<file path="config.mk">
export PLATFORM = sky130hd
export DESIGN_NAME = rs_slot_alloc
export DESIGN_NICKNAME = d
export VERILOG_FILES = /design/src/rtl/rs_slot_alloc.sv
export SDC_FILE = /design/constraint.sdc
export NUM_CORES = 1
export LEC_CHECK = 0
export CELL_PAD_IN_SITES_DETAIL_PLACEMENT = 2
export CELL_PAD_IN_SITES_GLOBAL_PLACEMENT = 2
export CORE_ASPECT_RATIO = 1.4
export CORE_MARGIN = 2
export CORE_UTILIZATION = 37
export CTS_CLUSTER_SIZE = 10
export DETAILED_ROUTE_END_ITERATION = 16
export DONT_BUFFER_PORTS = 1
export PLACE_DENSITY = 0.76
export SYNTH_ARGS = -nofsm -noshare
export SYNTH_HDL_FRONTEND = slang
export SYNTH_SLANG_ARGS = --single-unit
</file>
<file path="constraint.sdc">
create_clock -name clk -period 4.9 [get_ports clk]
set_clock_uncertainty 0.15 [all_clocks]
set_input_delay 1.225 -clock clk [delete_from_list [all_inputs] [get_ports clk]]
set_output_delay 1.225 -clock clk [all_outputs]
set_load 0.01 [all_outputs]
</file>
<file path="src/rtl/rs_slot_alloc.sv">
// Reservation-station slot allocator: busy bitmap, lowest-free grant, single release, flush.
// Optional macro RS_SLOT_ALLOC_DBL_FREE_CHK_EN builds the sticky double-free detector.

module leading_zero_one_cnt #(
  parameter int WIDTH      = 16,
  parameter bit COUNT_ZERO = 1'b1
) (
  input  logic [WIDTH-1:0]       data,
  output logic [$clog2(WIDTH):0] cnt
);
  localparam int CNT_W = $clog2(WIDTH) + 1;
  localparam logic STOP_BIT = COUNT_ZERO ? 1'b1 : 1'b0;

  // Counts matching bits upward from bit 0; WIDTH (MSB set) when every bit matches.
  always_comb begin
    cnt = CNT_W'(WIDTH);
    for (int i = WIDTH - 1; i >= 0; i--) begin
      if (data[i] == STOP_BIT) cnt = CNT_W'(i);
    end
  end
endmodule

module rs_slot_alloc #(
  parameter int NUM_ENTRY = 16,
  localparam int IDX_W = $clog2(NUM_ENTRY)
) (
  input  logic             clk,
  input  logic             rst,
  input  logic             alloc_req,
  output logic             alloc_gnt,
  output logic [IDX_W-1:0] alloc_idx,
  input  logic             free_valid,
  input  logic [IDX_W-1:0] free_idx,
  input  logic             flush,
  output logic [IDX_W:0]   free_cnt,
  output logic             full,
  output logic             dbl_free_err
);
  logic [NUM_ENTRY-1:0] busy;
  logic [NUM_ENTRY-1:0] busy_nxt;
  logic [NUM_ENTRY-1:0] free_mask;
  logic [IDX_W:0]       search_cnt;
  logic [IDX_W:0]       free_cnt_nxt;
  logic                 release_ok;

  assign free_mask = ~busy;

  leading_zero_one_cnt #(
    .WIDTH      (NUM_ENTRY),
    .COUNT_ZERO (1'b1)
  ) u_search (
    .data (free_mask),
    .cnt  (search_cnt)
  );

  assign alloc_idx  = full ? '0 : search_cnt[IDX_W-1:0];
  assign alloc_gnt  = alloc_req & ~full & ~flush & ~rst;
  // A slot free at cycle start (including the one being granted) cannot be released.
  assign release_ok = free_valid & busy[free_idx];

  always_comb begin
    busy_nxt = busy;
    if (alloc_gnt)  busy_nxt[alloc_idx] = 1'b1;
    if (release_ok) busy_nxt[free_idx]  = 1'b0;
    free_cnt_nxt = free_cnt - {{IDX_W{1'b0}}, alloc_gnt} + {{IDX_W{1'b0}}, release_ok};
  end

  always_ff @(posedge clk) begin
    if (rst || flush) begin
      busy     <= '0;
      free_cnt <= (IDX_W+1)'(NUM_ENTRY);
      full     <= 1'b0;
    end else begin
      busy     <= busy_nxt;
      free_cnt <= free_cnt_nxt;
      full     <= (free_cnt_nxt == '0);
    end
  end

`ifdef RS_SLOT_ALLOC_DBL_FREE_CHK_EN
  always_ff @(posedge clk) begin
    if (rst) begin
      dbl_free_err <= 1'b0;
    end else if (!flush && free_valid && !busy[free_idx]) begin
      dbl_free_err <= 1'b1;
    end
  end
`else
  assign dbl_free_err = 1'b0;
`endif
endmodule

</file>
==> out/metrics.yaml, run 1 <==
setup_path:
  crit_path_start_kind: "input port"
  crit_fanout: 9
  criticalPathCategory: "in2reg"
  worstPathRequired_ns: 4.96
  cp.arrival_ns: 3.83
  cp-end-kind: "flip-flop"
clocking:
  clk_latency_ns: 0.27
  clockBufferDepth: 2
  cts_resized: 0
  cts_setup_buffers: 0
  cts_root_buf: "clkbuf_8"
  clk_pin_slew_ns: 0.08
  cts_tree: "built"
  htree_levels: 1
  postCtsHoldBufs: 0
  numCtsBuffers: 3
  clock-sinks: 22
global_route:
  grt_overflow: 0
  grt_first_pass_wirelength_um: 7050
  grt_max_degree: 17
  antenna_found_initial: 0
  grt_pass1_vias: 1333
  globalRouteTotalUtil_pct: 21.3
sta:
  hold_violations: 0
  rsz0062_at_grt: "false"
  max_freq_mhz: 265
  tns_ns: 0
  fin_crit_ns: 3.78
  setup_violations: 0
  hold_ws_ns: 0.362
  fin_crit_sh_pct: 77.1
  drv_slew: 0
routing:
  dr.pass1.iters: 4
  wl_per_cell_um: 21.9
  wl_um: 4390
  viasPerCell: 6.15
  drc: 0
  vias: 1230
  antenna_left: 0
  drt_iter0_markers: 20
synth:
  postSynthAreaPerCell_um2: 8.75
  yosysWarnings: 0
  synth_cells: 159
  synth_xor_area_share_pct: 2.52
  synth_area_leaders: "dfxtp_1 32%, mux4_2 8.1%, a21oi_1 4.7%"
  synth_adder_area_share_pct: 5.94
  synth_compound_area_share_pct: 20.6
  ys_seq_elements: 22
  yosysUniqueCellTypes: 48
  yosysSeqAreaShare_pct: 31.7
  synth-simple-area-share_pct: 25.3
  muxShareOfSynthArea_pct: 8.09
  syn_nets: 174
  synth_edf_count: 0
  async_flop_share_pct: 0
  synthFlopType: "dfxtp_1"
  synth_top_family_by_area: "simple AND/OR/NAND/NOR gates"
  yosysTopAreaCell: "dfxtp_1"
  yosysTopAreaCellShare_pct: 31.7
  netlist_area_mm2: 0.00139
power:
  cellPowerDensity_mw_per_mm2: 232
  power_mw: 0.341
  ir_drop_mv: 0.128
  power_leakage_nw: 0.472
floorplanning:
  die_w_um: 55.8
  fp.dieH_um: 76.6
  floorplan.initialDensity_pct: 38.2
  coreArea_mm2: 0.00364
  die_area_mm2: 0.00427
  num_io_pins: 21
  row_count: 26
layout:
  mostFrequentLayoutCells: "22 x dfxtp_1, 15 x inv_1, 13 x nor2_1, 13 x a21oi_1, 11 x nand2_1"
  syn_to_final_growth_pct: 5.67
  antennaDiodeCount: 0
  mostFrequentLayoutCell: "dfxtp_1"
  final_cell_area_mm2: 0.00147
  num-nets-final: 175
  drive_gt1_share_pct: 11.4
place:
  portBuffers: 0
  dp_hpwl_um: 3490
  place.gp.congestion: 0.799
  place_area_mm2: 0.00143
status:
  status: "completed"
flow_run:
  cap_violations: 0
min_path:
  hold_class: "reg2reg"
==> flip-flops by register name (all words and copies together), names as in the netlist <==
name,cells
free_cnt,5
full,1
busy,16
==> logic make-up (layout without fill, tap and decap cells) <==
group / count (synthesis) / count (layout)
compound gates: 38 / 38
xor+xnor: 4 / 4
fa+ha+maj: 6 / 6
buf+inv: 20 / 19
flops: 22 / 22
mux: 5 / 5
other cells: 1 / 1
simple gates: 63 / 63
==> critical path: stages <==
cell and delay [ns]:
mux4_2 0.50, mux4_2 0.48, nand2_1 0.09, ha_1 0.22, inv_1 0.07, ha_1 0.18, inv_1 0.07, fa_1 0.39
inv_1 0.07, a21o_1 0.11, a21oi_1 0.07, xnor2_1 0.15, nand2_1 0.08, nor2_1 0.11
==> power breakdown <==
part | internal [mW] | switching (mW)
registers | 0.182 | 0.00587
clock network | 0.0550 | 0.0612
logic | 0.0167 | 0.0203
==> final timing paths <==
kind / startpoint / endpoint / slack (ns) / cells after the start
worst min-delay path: busy[15] / busy[15] / 0.36 / 2
worst max register to register: busy[10] / full / 1.70 / 14
worst min register to register: busy[15] / busy[15] / 0.36 / 2
worst max-delay path: free_idx[0] / full / 1.12 / 14
==> synthesized netlist by cell type, types with 3 or more instances <==
library cell   n
nor2b_1        3
nand3_1        3
nor3b_1        3
xor2_1         3
nor2_1        13
o21ai_0        8
or3_1          3
ha_1           5
inv_1         15
a21oi_1       13
dfxtp_1       22
nand2_1       11
mux4_2         5
nand3b_1       4
nor3_1         5
nand4_1        3
clkbuf_1       4
==> routing by layer <==
layer | vias to the layer above | part of all wire [%] | track usage (%)
met5 | - | 0 | 0
met4 | 0 | 1.9 | 6.43
met3 | 9 | 3.8 | 2.21
met2 | 37 | 55 | 41.3
met1 | 606 | 39 | 23.8
li1 | 578 | - | -
==> through the flow <==
step | utilization (%) | worst slack [ns] | cells
final | 40.4 | 1.12 | 200
after CTS | 40.4 | 1.11 | 200
after global placement | 39.2 | 0.983 | 197
after detailed placement | 39.2 | 0.836 | 197
after global routing | 40.4 | 1.02 | 200
after floorplan | - | 0.718 | 159
==> cell type report <==
type	count	area [µm²]
flip-flops and latches	22	440
clock buffers	3	41.3
repair buffers	1	7.51
fillers	439	2170
multi-input cells	117	872
inverters	15	56.3
well taps	42	52.6
(Power assumes the default switching activity.)
==> inputs of run 2 (changes only) <==
Clock period 4.9 ns to 3.51 ns, I/O delays scaled along.
==> run 2 against run 1 <==
  * Power grew 41%
  * Sequential power up 39%
  * Clock power rose by 41%
  * Via count increased by 4.1%
  * Cell count is 1.5% higher
  * Sequential share of layout area shrank 0.62 points
  * Setup slack worse by 0.95 ns
  * Count of clock-buffer cells in the layout unchanged
  * Utilization rose by 0.86 points
  * Global-route usage up 0.46 points
  * Highest routed layer unchanged
==> out/metrics.yaml, run 2 (synthesized netlist as in run 1, its figures left out) <==
power:
  power_mw: 0.481
  power_leakage_nw: 0.485
  ir_drop_mv: 0.180
  cellPowerDensity_mw_per_mm2: 320
place:
  place_area_mm2: 0.00146
  place.gp.congestion: 0.834
  portBuffers: 0
  dp_hpwl_um: 3430
  placedCellCount: 200
  dpl_worst_slack_ns: -0.120
routing:
  viasPerCell: 6.31
  wl_per_cell_um: 21.5
  drt_iter0_markers: 38
  vias: 1280
  antenna_left: 0
  wl_um: 4370
  dr.pass1.iters: 4
  drc: 0
floorplanning:
  floorplan.initialDensity_pct: 38.2
  die_area_mm2: 0.00427
  die_w_um: 55.8
  num_io_pins: 21
  fp.dieH_um: 76.6
  coreArea_mm2: 0.00364
  row_count: 26
clocking:
  numCtsBuffers: 3
  cts_tree: "built"
  clockBufferDepth: 2
  cts_setup_buffers: 0
  clock-sinks: 22
  cts_root_buf: "clkbuf_8"
  cts_resized: 0
  clk_latency_ns: 0.27
  clk_pin_slew_ns: 0.09
  postCtsHoldBufs: 0
  htree_levels: 1
global_route:
  grt_first_pass_wirelength_um: 7200
  grt_overflow: 0
  grt_max_degree: 16
  antenna_found_initial: 0
  grt_pass1_vias: 1410
  globalRouteTotalUtil_pct: 21.8
layout:
  final_cell_area_mm2: 0.00150
  largest_register: "busy"
  num-nets-final: 178
  stdcell_count: 203
  antennaDiodeCount: 0
  num-fill-cells: 422
  drive_gt1_share_pct: 15.5
  largest_reg_flops: 16
  mostFrequentLayoutCell: "dfxtp_1"
  mostFrequentLayoutCells: "22 x dfxtp_1, 14 x inv_1, 13 x nor2_1"
  final_core_util_pct: 41.2
  top_regs: "busy (16), free_cnt (5), full (1)"
  syn_to_final_growth_pct: 7.91
sta:
  rsz0062_at_grt: "false"
  hold_ws_ns: 0.369
  tns_ns: 0
  setup_violations: 0
  hold_violations: 0
  drv_slew: 0
  max_slew.worst_pin.slew_ns: 0.527
  maxSlewHeadroom_pct: 64.6
  setup_ws_ns: 0.173
  max_freq_mhz: 300
  fin_crit_sh_pct: 95.1
  fin_crit_ns: 3.34
setup_path:
  cp-end-kind: "flip-flop"
  crit_chain: "mux4_2 > mux4_2 > nand2_1 > ha_1 > inv_1 > ha_2 > inv_2 > fa_2 > inv_1 > a21o_1 > a21oi_2 > xnor2_1 > nand2_1 > nor2_1"
  reg2reg_depth: 14
  crit_path_start_kind: "input port"
  r2r-end: "full"
  criticalPathCategory: "in2reg"
  crit_fanout: 9
  max_stage_delay_ns: 0.49
  slowest_stage: "mux4_2"
  r2r_slack_ns: 0.39
  cp-endpoint: "full"
  cp.arrival_ns: 3.39
  r2r-start: "busy[15]"
  crit_start: "free_idx[0]"
  worstPathRequired_ns: 3.56
flow_run:
  cap_violations: 0
min_path:
  hold_class: "reg2reg"
status:
  status: "completed"
-- run 2: changes by cell type in the layout (fill, tap and decap cells not counted), sizes merged --
cell | previous run | this run
buf | 1 | 4
-- run 2: layer usage --
metal / track usage [%] / vias up / part of all wire (%)
met2: 39.6 / 31 / 53
met5: 0 / - / 0
met3: 2.89 / 13 / 3.5
li1: - / 582 / -
met4: 9.52 / 0 / 3.0
met1: 24.9 / 654 / 40
-- run 2: worst min path at each step --
stage                  from      end  slack, ns  cells past startpoint
floorplan           busy[9]  busy[9]       0.31                      2
detailed placement  busy[4]  busy[4]       0.35                      2
finish              busy[4]  busy[4]       0.37                      2
CTS                 busy[4]  busy[4]       0.37                      2
global placement    busy[4]  busy[4]       0.36                      2
global route        busy[9]  busy[9]       0.41                      2
-- run 2: power breakdown --
part	total (mW)	internal, mW	switching [mW]
Clock	0.164	0.0768	0.0871
Sequential	0.262	0.254	0.00771
Combinational	0.0547	0.0256	0.0291
-- run 2: area by class of cell --
cell class | instances | area [µm²] | share of cell area (%)
multi-input cells | 117 | 881 | 58.7
inverters | 15 | 56.3 | 3.75
well taps | 42 | 52.6 | 3.50
flip-flops and latches | 22 | 440 | 29.3
clock buffers | 3 | 41.3 | 2.75
repair buffers | 4 | 30.0 | 2.00
-- run 2: worst max-delay path: cells and delay by family --
family | cells | cell delay, ns
adders and majority gates | 3 | 0.78
xor gates and xnor gates | 1 | 0.13
and+or+nand+nor | 3 | 0.29
buffers and inverters | 3 | 0.16
muxes | 2 | 0.97
AOI/OAI and AO/OA | 2 | 0.17
